## src/rtl/pkt_ring_ctrl_if.sv

```systemverilog
// Handshake and status bundle between the ingress/reader side and pkt_ring_ctrl.
// The master drives requests; the slave (controller) drives register-file controls and status.
interface pkt_ring_ctrl_if #(
    parameter int unsigned pWIDHT = 2
);
    logic              iwr_req;
    logic              iwr_last;
    logic              ird_req;
    logic              owr_en;
    logic [pWIDHT-1:0] ow_addr;
    logic [pWIDHT-1:0] or_addr;
    logic              ovalid;
    logic              ord_last;
    logic              ofull;
    logic              odrop;
    logic [pWIDHT:0]   ocnt;

    modport master (
        output iwr_req, iwr_last, ird_req,
        input  owr_en, ow_addr, or_addr, ovalid, ord_last, ofull, odrop, ocnt
    );

    modport slave (
        input  iwr_req, iwr_last, ird_req,
        output owr_en, ow_addr, or_addr, ovalid, ord_last, ofull, odrop, ocnt
    );
endinterface

```

## src/rtl/pkt_ring_ctrl.sv

```systemverilog
// Store-and-forward packet ring controller: drives a 2**pWIDHT-word register file,
// exposes only committed packets to the reader and drops packets that do not fit.
module pkt_ring_ctrl #(
    parameter int unsigned pWIDHT = 2
) (
    input  logic                  iclk,
    input  logic                  irst,
    pkt_ring_ctrl_if.slave        bus
);
    localparam int unsigned     DEPTH     = 2 ** pWIDHT;
    localparam logic [pWIDHT:0] FULL_DIST = (pWIDHT + 1)'(DEPTH);
    localparam logic [pWIDHT:0] PTR_ONE   = (pWIDHT + 1)'(1);

    localparam logic ST_STORE = 1'b0;
    localparam logic ST_DROP  = 1'b1;

    logic [pWIDHT:0]   r_wr_ptr;
    logic [pWIDHT:0]   r_cm_ptr;
    logic [pWIDHT:0]   r_rd_ptr;
    logic              r_state;
    logic              r_drop;
    logic [DEPTH-1:0]  r_last_flag;

    logic              w_full;
    logic              w_store;
    logic              w_accept;
    logic              w_ovf;
    logic              w_valid;
    logic              w_rd;
    logic [pWIDHT:0]   w_wr_ptr_inc;
    logic [pWIDHT-1:0] w_wr_addr;
    logic [pWIDHT-1:0] w_rd_addr;

    always_comb begin
        w_wr_ptr_inc = r_wr_ptr + PTR_ONE;
        w_wr_addr    = r_wr_ptr[pWIDHT-1:0];
        w_rd_addr    = r_rd_ptr[pWIDHT-1:0];
        // Full uses registered pointers only: a read this cycle frees no space until next cycle.
        w_full       = (r_wr_ptr - r_rd_ptr) == FULL_DIST;
        w_store      = (r_state == ST_STORE);
        w_accept     = w_store & bus.iwr_req & ~w_full;
        w_ovf        = w_store & bus.iwr_req & w_full;
        w_valid      = (r_rd_ptr != r_cm_ptr);
        w_rd         = bus.ird_req & w_valid;
    end

    always_comb begin
        bus.owr_en   = w_accept & ~irst;
        bus.ow_addr  = w_wr_addr;
        bus.or_addr  = w_rd_addr;
        bus.ovalid   = w_valid;
        bus.ord_last = r_last_flag[w_rd_addr];
        bus.ofull    = w_full;
        bus.odrop    = r_drop;
        bus.ocnt     = r_cm_ptr - r_rd_ptr;
    end

    always_ff @(posedge iclk or posedge irst) begin
        if (irst) begin
            r_wr_ptr    <= '0;
            r_cm_ptr    <= '0;
            r_rd_ptr    <= '0;
            r_state     <= ST_STORE;
            r_drop      <= 1'b0;
            r_last_flag <= '0;
        end else begin
            r_drop <= w_ovf;
            if (w_accept) begin
                r_wr_ptr               <= w_wr_ptr_inc;
                r_last_flag[w_wr_addr] <= bus.iwr_last;
                if (bus.iwr_last) begin
                    r_cm_ptr <= w_wr_ptr_inc;
                end
            end else if (w_ovf) begin
                // Rewind discards the partial packet; the rest of it is swallowed in DROP.
                r_wr_ptr <= r_cm_ptr;
                if (!bus.iwr_last) begin
                    r_state <= ST_DROP;
                end
            end else if (r_state == ST_DROP && bus.iwr_req && bus.iwr_last) begin
                r_state <= ST_STORE;
            end
            if (w_rd) begin
                r_rd_ptr <= r_rd_ptr + PTR_ONE;
            end
        end
    end
endmodule

```

## src/flat_wrapper.sv

```systemverilog
// flat-port wrapper written by rule: the top's interface ports become plain ports
module pkt_ring_ctrl_flat 
#(
    parameter int unsigned pWIDHT = 2
)
  (iclk, irst, bus_iwr_req, bus_iwr_last, bus_ird_req, bus_owr_en, bus_ow_addr, bus_or_addr, bus_ovalid, bus_ord_last, bus_ofull, bus_odrop, bus_ocnt);
  pkt_ring_ctrl_if #(.pWIDHT(pWIDHT)) bus_i ();
  input  logic iclk;
  input  logic irst;
  input wire logic [$bits(bus_i.iwr_req)-1:0] bus_iwr_req;
  input wire logic [$bits(bus_i.iwr_last)-1:0] bus_iwr_last;
  input wire logic [$bits(bus_i.ird_req)-1:0] bus_ird_req;
  output wire logic [$bits(bus_i.owr_en)-1:0] bus_owr_en;
  output wire logic [$bits(bus_i.ow_addr)-1:0] bus_ow_addr;
  output wire logic [$bits(bus_i.or_addr)-1:0] bus_or_addr;
  output wire logic [$bits(bus_i.ovalid)-1:0] bus_ovalid;
  output wire logic [$bits(bus_i.ord_last)-1:0] bus_ord_last;
  output wire logic [$bits(bus_i.ofull)-1:0] bus_ofull;
  output wire logic [$bits(bus_i.odrop)-1:0] bus_odrop;
  output wire logic [$bits(bus_i.ocnt)-1:0] bus_ocnt;
  assign bus_i.iwr_req = bus_iwr_req;
  assign bus_i.iwr_last = bus_iwr_last;
  assign bus_i.ird_req = bus_ird_req;
  assign bus_owr_en = bus_i.owr_en;
  assign bus_ow_addr = bus_i.ow_addr;
  assign bus_or_addr = bus_i.or_addr;
  assign bus_ovalid = bus_i.ovalid;
  assign bus_ord_last = bus_i.ord_last;
  assign bus_ofull = bus_i.ofull;
  assign bus_odrop = bus_i.odrop;
  assign bus_ocnt = bus_i.ocnt;
  pkt_ring_ctrl #(.pWIDHT(pWIDHT)) u_core (.iclk(iclk), .irst(irst), .bus(bus_i));
endmodule
```

## config.mk

```make
export PLATFORM = sky130hd
export DESIGN_NAME = pkt_ring_ctrl_flat
export DESIGN_NICKNAME = d
export VERILOG_FILES = /design/src/rtl/pkt_ring_ctrl_if.sv /design/src/rtl/pkt_ring_ctrl.sv /design/src/flat_wrapper.sv
export SDC_FILE = /design/constraint.sdc
export NUM_CORES = 1
export LEC_CHECK = 0
export BUFFER_PORTS_ARGS = -buffer_cell sky130_fd_sc_hd__clkbuf_2
export CORE_ASPECT_RATIO = 0.5
export CORE_MARGIN = 3
export CORE_UTILIZATION = 25
export DETAILED_ROUTE_END_ITERATION = 12
export MAX_ROUTING_LAYER = met4
export PLACE_DENSITY_LB_ADDON = 0.25
export SYNTH_ARGS = -nofsm -noshare
export SYNTH_HDL_FRONTEND = slang
export SYNTH_SLANG_ARGS = --single-unit
```

## constraint.sdc

```tcl
create_clock -name iclk -period 1.8 [get_ports iclk]
set_input_delay 0.09 -clock iclk [delete_from_list [all_inputs] [get_ports iclk]]
set_output_delay 0.09 -clock iclk [all_outputs]
set_load 0.01 [all_outputs]
```

# Yosys cells after proc, flatten, opt, wreduce, memory -nomap -nowiden
# Cells that the tools add are included.
# word_totals
reg_bits	15
output_inout_bits	12
elab_cells	42
# classes
order_cmp	3
n_mux	10
eq_ne	3
n_addsub	4
bitwise_logic	9
n_reduce_logical	7
# ops
operator	count
$add 3x1->3 const B	2
$lt 2x3->1 const B	2
$mux 3	2
$sub 3x3->3	2
$and 1x1->1	5
$mux 1	5
$bwmux 4	1
$not 1->1	4
$reduce_bool 2->1	2
$eq 3x3->1 const B	1
$logic_and 1x1->1	3
$ne 3x3->1	1
$reduce_and 3->1	1
$bmux 1 s2	1
$demux 1 s2	1
$ge 2x1->1 const B	1
$ne 2x2->1 const B	1
$reduce_and 2->1	1

# Depth between registers and ports, before layout
# Gate-level depths: netlist (run 1).
# logic_depth
depth_word	6
ltp_mapped	7
ltp_nobuf	6

# Least setup slack after synthesis (run 1)
# OpenSTA, ideal clock, no wires.
# synth_path
path_type	reg2reg
from	register u_core.r_wr_ptr[0]
to	register u_core.r_cm_ptr[1]
required_ns	1.675
period_less_slack_ns	1.696
path_slack_ns	0.104
arrival_time_ns	1.571
stages_incl_launch_ff	7
path_cell_list	dfrtp_1 -> inv_1 -> ha_1 -> nor2b_1 -> xnor2_1 -> a21oi_1 -> mux2_2
# synth_between
elab_chain_len	5
word_cells_on_any_way	6
cone_classes	add/sub (2); eq/ne (1); bitwise (2); reduce/logical (1)
# synth_rtl
item	line	rtl
start: declaration	pkt_ring_ctrl.sv:17	logic [pWIDHT:0] r_wr_ptr;
start signal: assignment	pkt_ring_ctrl.sv:69	r_wr_ptr <= w_wr_ptr_inc;
start signal: assignment	pkt_ring_ctrl.sv:76	r_wr_ptr <= r_cm_ptr;
$sub 3x3->3	pkt_ring_ctrl.sv:39	w_full = (r_wr_ptr - r_rd_ptr) == FULL_DIST;
$eq 3x3->1	pkt_ring_ctrl.sv:39	
$not 1->1	pkt_ring_ctrl.sv:41	w_accept = w_store & bus.iwr_req & ~w_full;
$and 1x1->1	pkt_ring_ctrl.sv:41	
$reduce_and 2->1 (no line)	n/a	
end signal: assignment	pkt_ring_ctrl.sv:72	r_cm_ptr <= w_wr_ptr_inc;
end: declaration	pkt_ring_ctrl.sv:18	logic [pWIDHT:0] r_cm_ptr;
# Several ways; a longest one is shown, not always the timed one.
# A chain may end at the register's enable or synchronous reset.

# Worst setup path after layout (run 1)
# layout_path
from	register u_core.r_rd_ptr[0]
to	output port bus_ocnt[2]
# layout_between
elab_chain_len	1
# layout_rtl
item	line	rtl
start: declaration	pkt_ring_ctrl.sv:19	logic [pWIDHT:0] r_rd_ptr;
start signal: assignment	pkt_ring_ctrl.sv:84	r_rd_ptr <= r_rd_ptr + PTR_ONE;
$sub 3x3->3	pkt_ring_ctrl.sv:55	bus.ocnt = r_cm_ptr - r_rd_ptr;
end: declaration	flat_wrapper.sv:20	output wire logic [$bits(bus_i.ocnt)-1:0] bus_ocnt;
# No other way between the ends.

==> results of run 1 <==
cells in the mapped netlist:
master / number
nor3_1: 1
mux4_2: 1
fa_1: 1
and2_2: 1
xor2_1: 1
buf_4: 4
and3_2: 1
mux2_2: 3
a22o_2: 1
mux2_4: 4
nand2_1: 10
and2_0: 1
ha_1: 9
buf_6: 1
or2b_1: 1
dfrtp_1: 15
nor2b_1: 2
mux2i_1: 1
xnor2_1: 6
a21oi_2: 4
inv_1: 8
nand3_1: 3
clkbuf_8: 1
nand3b_1: 1
nand4_1: 3
o211ai_1: 1
a21oi_1: 2
a31oi_1: 1
o311ai_0: 1
nand2b_1: 1
clkbuf_1: 1
per-layer routing:
metal,vias to the layer above,wire [µm],track usage
met5,-,0,-
met4,0,11,0.02153
met3,3,71,0.03144
met2,9,881,0.1414
met1,330,956,0.1268
li1,350,-,-
registers in the layout, summed over array words and instances, names as in the netlist:
signal	flops
u_core.r_cm_ptr	3
u_core.bus.odrop	1
u_core.r_state	1
u_core.r_rd_ptr	3
u_core.r_wr_ptr	3
u_core.r_last_flag	4
worst min path at each step:
stage | to | start | cells past startpoint | slack [ns]
2_1_floorplan | u_core.bus.odrop | irst | 1 | -0.009
3_3_place_gp | u_core.r_wr_ptr[2] | irst | 2 | 0.19
3_5_place_dp | u_core.r_wr_ptr[2] | irst | 2 | 0.19
4_1_cts | u_core.r_state | bus_iwr_req | 2 | 0.06
5_1_grt | u_core.r_state | bus_iwr_req | 2 | 0.09
6_report | u_core.r_state | bus_iwr_req | 2 | 0.06
cells in the final DEF (no fill, tap or decap), types with 2 or more instances in the layout:
master / Yosys / routed
clkbuf_2: 0 / 14
dfrtp_1: 15 / 15
nand4_1: 3 / 3
a21oi_1: 2 / 2
mux2_4: 4 / 4
inv_1: 8 / 7
nand3_1: 3 / 3
a21oi_2: 4 / 4
nand2_1: 10 / 10
buf_4: 4 / 9
buf_2: 0 / 2
clkbuf_8: 1 / 3
mux2_2: 3 / 3
and2_4: 0 / 2
xnor2_1: 6 / 5
ha_1: 9 / 8
what timing repair did:
item | CTS | global route
resized for setup | 2 | 10
endpoints found under the hold margin | 15 | 0
pin swaps | 1 | 0
endpoints found under the setup margin | 2 | 8
hold buffers | 1 | 0
gates cloned | 0 | 0
worst max-delay path: stages, from the launching register on:
cell,delay (ns)
dfrtp_1,0.40
buf_6,0.14
ha_1,0.20
fa_1,0.37
xnor2_1,0.13
buf_2,0.14
power groups by stage:
stage,registers [W],logic [W],clock network (W)
floorplan,0.000644,0.00123,0
global placement,0.000634,0.00174,0
detailed placement,0.000625,0.00174,0
CTS,0.000623,0.00177,0.000290
global route,0.000650,0.00204,0.000308
finish,0.000622,0.00184,0.000283
per-stage QoR:
stage	std cells	power, W	hold slack (ns)
finish	166	0.002745	0.05510
detailed placement	161	0.002366	0.1852
global placement	161	0.002373	0.1926
floorplan	91	0.001879	-0.008521
global route	166	0.003000	0.09050
CTS	166	0.002679	0.05606
cells by family after synthesis:
group | Yosys count | share of synthesized area
buffers and inverters | 15 | 0.08942
DFF | 15 | 0.3778
adders and majority gates | 10 | 0.1335
and+or+nand+nor | 25 | 0.1323
AOI/OAI and AO/OA | 10 | 0.07809
muxes | 9 | 0.1272
xor gates and xnor gates | 7 | 0.06171
cell type report:
cell class / instances / area [µm²] / area share
clock buffers: 3 / 41.29 / 0.03330
repair buffers: 27 / 168.9 / 0.1362
well taps: 51 / 63.81 / 0.05146
inverters: 8 / 30.03 / 0.02422
flip-flops and latches: 15 / 375.4 / 0.3027
multi-input cells: 61 / 555.5 / 0.4480
clock inverters: 1 / 5.005 / 0.004036
==> flow_summary.toml, run 1 <==
[pwr]
p_comb_frac = 0.670
swShare = 0.4204
p_clk_frac = 0.103
irDropWorstVdd_uv = 527.6
p_per_area_nw_per_um2 = 2214
p_leak_nw = 0.5937
intPower_w = 0.001591
p_seq_frac = 0.227
power_switching_w = 0.001154

[sta]
slew_headroom = 0.5913
hold_viol_final = 0
maxSlewViolCount = 0
min_period_ns = 1.735
rsz0062_at_grt = "yes"
setup_viol = 0
worst_clock_skew_ns = 0.008176
fin_ws_ns = 0.06524
tightest_slew_ns = 0.6124
finalCritPeriodShare = 0.9638
setup_tns_ns = 0
max_freq_mhz = 576.4

[grt]
grt_pass1_wl_um = 3443
grt-ovfl-total = 0
grt.total_usage = 0.09557
grt_max_degree = 16
grt_pass1_vias = 719
antenna_found_initial = 0

[detailed_routing]
postRouteAntennaNets = 0
drc = 0
drtIter0Drc = 49
dr.pass1.iters = 4
num_vias = 692
wirelength_um = 1920
wl_per_cell_um = 11.57
viasPerCell = 4.169

[placement]
place_area_um2 = 1154
dpl.hpwl_um = 1517
gp_congestion = 0.7444
port_buffers = 16
dp_slack_ns = 0.1222

[floorplan]
core_area_um2 = 3622
initial_core_util = 0.2743
die_area_um2 = 4812
ios = 17
chipHeight_um = 50.58
die-width_um = 95.15
rows = 15

[logic_synthesis]
synth_cell_types = 31
yosys.area.top_type_share = 0.3778
ys_seq_area_frac = 0.3778
syn_area_per_cell_um2 = 10.92
yosys.area.top_type = "dfrtp_1"
synth_warnings = 0
synthTopCellsByArea = "dfrtp_1, ha_1, mux2_4"
synth_nets = 106
synthesis.area_um2 = 993.5
synth_cells = 91
ys_seq_elements = 15

[run_status]
outcome = "completed"

[layout]
syn_to_final_growth_pct = 24.81
insertedDiodeCount = 0
nFillCells = 356
fin_nets = 131
fin_util = 0.3423
finish.instance_area_um2 = 1240
drive_gt1_frac = 0.4435

[worst_setup_path]
cp-startpoint = "u_core.r_rd_ptr[0]"
r2r_slack_ns = 0.15
endpoint = "bus_ocnt[2]"
arrival_ns = 1.64
crit_path_start_kind = "register"
r2r_cells = 6
cp_data_required_time_ns = 1.71
crit_type = "reg -> out"
timing.rr.end = "u_core.r_last_flag[2]"
reg2reg_from = "u_core.r_rd_ptr[0]"
worst-path-max-fanout = 5
endpoint_kind = "output pin"

[worst_hold_path]
hold_class = "in -> reg"

[clock_network]
path_clk_slew_ns = 0.07
cts_root_buf = "clkbuf_8"
clockBufferDepth = 2
cts.sinks = 15
cts_buffers = 3
htreeDepth = 1
clock_latency_ns = 0.26
cts_tree = "built"
post-cts-setup-buffers = 0

[flow_run]
drv_cap = 0
No activity file was read; power rests on OpenSTA's default activity.
==> run 2, diff against run 1 <==
Settings changed: PLACE_DENSITY set to 0.47, PLACE_DENSITY_LB_ADDON 0.25 to not set.
==> run 2 against run 1 <==
- routed wire length is 3.5% higher
- critical path depth did not move
- combinational power barely moved
- final area rose by 0.71%
- die area unchanged
- sequential power about the same
- critical path type unchanged
- critical endpoint unchanged
- largest cell class unchanged
- largest power group unchanged
==> flow_summary.toml, run 2 (synthesized netlist as in run 1, its figures left out) <==
[sta]
max_freq_mhz = 569.1
min_period_ns = 1.757
timing.hold.ws_ns = 0.05239
setup_viol = 0
slew_headroom = 0.5998
maxSlewViolCount = 0
rsz0062_at_grt = "yes"
hold_viol_final = 0
tightest_slew_ns = 0.5997
finalCritPeriodShare = 0.9761
setup_tns_ns = 0
worst_clock_skew_ns = 0.005899

[detailed_routing]
met2_length_um = 912
postRouteAntennaNets = 0
wirelength_um = 1988
num_vias = 719
viasPerCell = 4.280
drtIter0Drc = 18
met1_length_um = 978
top_layer = "met4"
wl_met3_um = 86
dr.pass1.iters = 4
wl_per_cell_um = 11.83
drc = 0

[layout]
fin_nets = 133
insertedDiodeCount = 0
finish.instance_area_um2 = 1249
nFillCells = 363
syn_to_final_growth_pct = 25.69
final_common_cell = "dfrtp_1"
regMostFlops = "u_core.r_last_flag"
largest_reg_flops = 4
layout_common_cells = "dfrtp_1, clkbuf_2, buf_4"
fin_cells = 168
drive_gt1_frac = 0.4359

[clock_network]
path_clk_slew_ns = 0.07
cts_root_buf = "clkbuf_8"
cts.sinks = 15
htreeDepth = 1
cts_buffers = 3
clockBufferDepth = 2
clock_latency_ns = 0.26
cts_tree = "built"

[worst_setup_path]
r2r_cells = 7
endpoint_kind = "output pin"
crit_buf_inv = 2
critPathMaxStageDelay_ns = 0.38
timing.rr.end = "u_core.r_last_flag[0]"
crit_path_start_kind = "register"
arrival_ns = 1.67
reg2reg_from = "u_core.r_wr_ptr[0]"
crit_type = "reg -> out"
crit_family = "adder cells"
cp_cell_sequence = "buf_4 -> ha_1 -> fa_1 -> xnor2_1 -> buf_2"
worst-path-max-fanout = 5
r2r_slack_ns = 0.15
cpMaxStageDelayCell = "dfrtp_1"
cp_data_required_time_ns = 1.71

[grt]
grt_pass1_wl_um = 3401
grt_pass1_vias = 728
antenna_found_initial = 0
grt_max_degree = 16
grt.total_usage = 0.09511
grt-ovfl-total = 0

[pwr]
p_leak_nw = 0.6063
p_comb_frac = 0.670
power_switching_w = 0.001169
p_per_area_nw_per_um2 = 2207
p_clk_frac = 0.104
intPower_w = 0.001587
p_seq_frac = 0.225
swShare = 0.4241
irDropWorstVdd_uv = 505.7

[placement]
place_area_um2 = 1161
dp.cells = 162
dpl.hpwl_um = 1609
port_buffers = 16
gp_congestion = 0.7464

[floorplan]
rows = 15
die-width_um = 95.15
initial_core_util = 0.2743
die_area_um2 = 4812
chipHeight_um = 50.58
core_area_um2 = 3622
ios = 17

[worst_hold_path]
worstHoldEndpoint = "u_core.r_state"
hold_class = "in -> reg"
hp-start = "bus_iwr_req"
hold_depth = 2

[flow_run]
drv_cap = 0

[run_status]
outcome = "completed"
run 2: metrics by stage:
stage	util	total power [W]	worst slack (ns)
floorplan	-	0.001879	0.1039
global placement	0.3206	0.002379	0.1595
detailed placement	0.3206	0.002390	0.1215
CTS	0.3413	0.002757	0.01571
global route	0.3447	0.002993	-0.01835
finish	0.3447	0.002756	0.04299
run 2: worst max path at each step:
stage / end / start / slack (ns) / depth (start not counted)
final: bus_ocnt[2] / u_core.r_rd_ptr[0] / 0.04 / 5
after global routing: bus_ocnt[2] / u_core.r_rd_ptr[0] / -0.02 / 5
after CTS: bus_ocnt[2] / u_core.r_rd_ptr[0] / 0.02 / 5
after detailed placement: u_core.r_last_flag[0] / u_core.r_wr_ptr[0] / 0.12 / 7
after global placement: u_core.r_last_flag[2] / u_core.r_wr_ptr[0] / 0.16 / 7
after floorplan: u_core.r_cm_ptr[1] / u_core.r_wr_ptr[0] / 0.10 / 6
run 2: layout make-up:
class                      count  area, µm²  share of cell area
multi-input combinational     61      553.0              0.4429
sequential                    15      375.4              0.3006
timing repair buffer          29      180.2              0.1443
tap                           51      63.81             0.05110
clock buffer                   3      41.29             0.03307
inverter                       8      30.03             0.02405
clock inverter                 1      5.005            0.004008
run 2: per-layer routing:
layer,vias to the layer above,track usage
met1,348,0.1236
met2,11,0.1437
met4,0,0.02153
li1,358,-
met3,2,0.03144
met5,-,-
run 2: power groups by stage:
stage	registers (W)	logic (W)	clock network, W
final	0.000621	0.00185	0.000287
after global routing	0.000644	0.00203	0.000315
after global placement	0.000622	0.00176	0
after detailed placement	0.000620	0.00177	0
after CTS	0.000624	0.00184	0.000296
after floorplan	0.000644	0.00123	0
run 2: what timing repair did:
item | in CTS | in global routing
endpoints found under the setup margin | 1 | 2
hold buffers | 1 | 0
buffers inserted | 0 | 1
resized for setup | 4 | 4
endpoints found under the hold margin | 15 | 0
==> run 3, diff against run 2 <==
Settings changed: RECOVER_POWER set to 50.
==> run 3 against run 2 <==
- critical path depth unchanged
- count of clock-buffer cells in the layout unchanged
- final area down 0.80%
- global-route usage stayed put
- die area is the same
- first-iteration DRC count rose by 28%
- critical endpoint unchanged
==> flow_summary.toml, run 3 (synthesized netlist as in run 1, its figures left out) <==
[layout]
nFillCells = 362
finish.instance_area_um2 = 1239
syn_to_final_growth_pct = 24.69
regMostFlops = "u_core.r_last_flag"
multi_input_area_um2 = 553.0
fin_nets = 133
insertedDiodeCount = 0
drive_gt1_frac = 0.4017
regArea_um2 = 375.4
final_common_cell = "dfrtp_1"
largest_reg_flops = 4
layout_common_cells = "dfrtp_1, clkbuf_2, nand2_1, buf_4, ha_1"

[pwr]
p_seq_frac = 0.227
swShare = 0.4273
p_leak_nw = 0.5924
power_switching_w = 0.001168
irDropWorstVdd_uv = 503.8
p_per_area_nw_per_um2 = 2207
p_comb_frac = 0.668
intPower_w = 0.001566
p_clk_frac = 0.105

[worst_setup_path]
reg2reg_from = "u_core.r_wr_ptr[0]"
critPathMaxStageDelay_ns = 0.38
arrival_ns = 1.67
crit_buf_inv = 2
endpoint_kind = "output pin"
cp_data_required_time_ns = 1.71
cp_cell_sequence = "buf_4 -> ha_1 -> fa_1 -> xnor2_1 -> buf_2"
r2r_cells = 7
timing.rr.end = "u_core.r_last_flag[0]"
crit_path_start_kind = "register"
worst-path-max-fanout = 5
crit_family = "adder cells"
r2r_slack_ns = 0.15
cpMaxStageDelayCell = "dfrtp_1"
crit_type = "reg -> out"

[floorplan]
die_area_um2 = 4812
initial_core_util = 0.2743
chipHeight_um = 50.58
rows = 15
ios = 17
core_area_um2 = 3622
die-width_um = 95.15

[clock_network]
htreeDepth = 1
cts_tree = "built"
clockBufferDepth = 2
cts_buffers = 3
cts.sinks = 15
path_clk_slew_ns = 0.07
cts_root_buf = "clkbuf_8"
clock_latency_ns = 0.25

[worst_hold_path]
hold_depth = 2
hp-start = "bus_iwr_req"
worstHoldEndpoint = "u_core.r_state"
hold_class = "in -> reg"

[sta]
finalCritPeriodShare = 0.9760
setup_tns_ns = 0
tightest_slew_ns = 0.5980
max_freq_mhz = 569.2
maxSlewViolCount = 0
worst_clock_skew_ns = 0.005104
slew_headroom = 0.6009
setup_viol = 0
hold_viol_final = 0
rsz0062_at_grt = "yes"
min_period_ns = 1.757

[placement]
gp_congestion = 0.7464
place_area_um2 = 1161
port_buffers = 16
dpl.hpwl_um = 1609

[grt]
grt-ovfl-total = 0
grt_pass1_wl_um = 3401
grt_max_degree = 16
grt_pass1_vias = 728
antenna_found_initial = 0
grt.total_usage = 0.09511

[flow_run]
drv_cap = 0

[run_status]
outcome = "completed"

[detailed_routing]
num_vias = 716
wirelength_um = 1991
viasPerCell = 4.262
drtIter0Drc = 23
drc = 0
dr.pass1.iters = 4
wl_per_cell_um = 11.85
postRouteAntennaNets = 0
## run 3: cell count changes in the layout (fill, tap and decap cells not counted)
| cell | change |
|---|---|
| buf_4 | -2 |
| clkbuf_1 | +4 |
| clkbuf_2 | -2 |
## run 3: final cells by class
| cell class | instances | area share |
|---|---|---|
| inverter | 8 | 0.02424 |
| timing repair buffer | 29 | 0.1374 |
| sequential | 15 | 0.3030 |
| clock buffer | 3 | 0.03333 |
| tap | 51 | 0.05152 |
| multi-input combinational | 61 | 0.4465 |
| clock inverter | 1 | 0.004040 |
## run 3: power groups by stage
stage | combinational [W] | sequential, W | clock (W)
after floorplan | 0.00123 | 0.000644 | 0
after global placement | 0.00176 | 0.000622 | 0
after detailed placement | 0.00177 | 0.000620 | 0
after CTS | 0.00184 | 0.000624 | 0.000296
after global routing | 0.00201 | 0.000644 | 0.000315
final | 0.00183 | 0.000621 | 0.000288
## run 3: worst max-delay path by stage
| stage | start | endpoint | depth (start not counted) |
|---|---|---|---|
| floorplan | u_core.r_wr_ptr[0] | u_core.r_cm_ptr[1] | 6 |
| global placement | u_core.r_wr_ptr[0] | u_core.r_last_flag[2] | 7 |
| detailed placement | u_core.r_wr_ptr[0] | u_core.r_last_flag[0] | 7 |
| CTS | u_core.r_rd_ptr[0] | bus_ocnt[2] | 5 |
| global route | u_core.r_rd_ptr[0] | bus_ocnt[2] | 5 |
| finish | u_core.r_rd_ptr[0] | bus_ocnt[2] | 5 |
## run 3: repair_timing
item,4_1_cts,5_1_grt
hold buffers,1,0
setup endpoints to repair,1,2
buffers inserted,0,1
resized for setup,4,4
hold endpoints to repair,15,0
## run 3: metal layers
layer	global-route usage	routed length, µm	up-vias
li1	-	-	358
met1	0.1236	982	345
met2	0.1437	911	11
met3	0.03144	86	2
met4	0.02153	10	0
met5	-	0	-
## run 3: metrics by stage
stage	util	cells	setup slack (ns)	hold WS [ns]	power [W]
final	0.3420	168	0.04329	0.05131	0.002734
after global placement	0.3206	162	0.1595	0.1856	0.002379
after global routing	0.3420	168	-0.01835	0.05100	0.002970
after floorplan	-	91	0.1039	-0.008521	0.001879
after detailed placement	0.3206	162	0.1215	0.1943	0.002390
after CTS	0.3413	167	0.01571	0.04968	0.002757
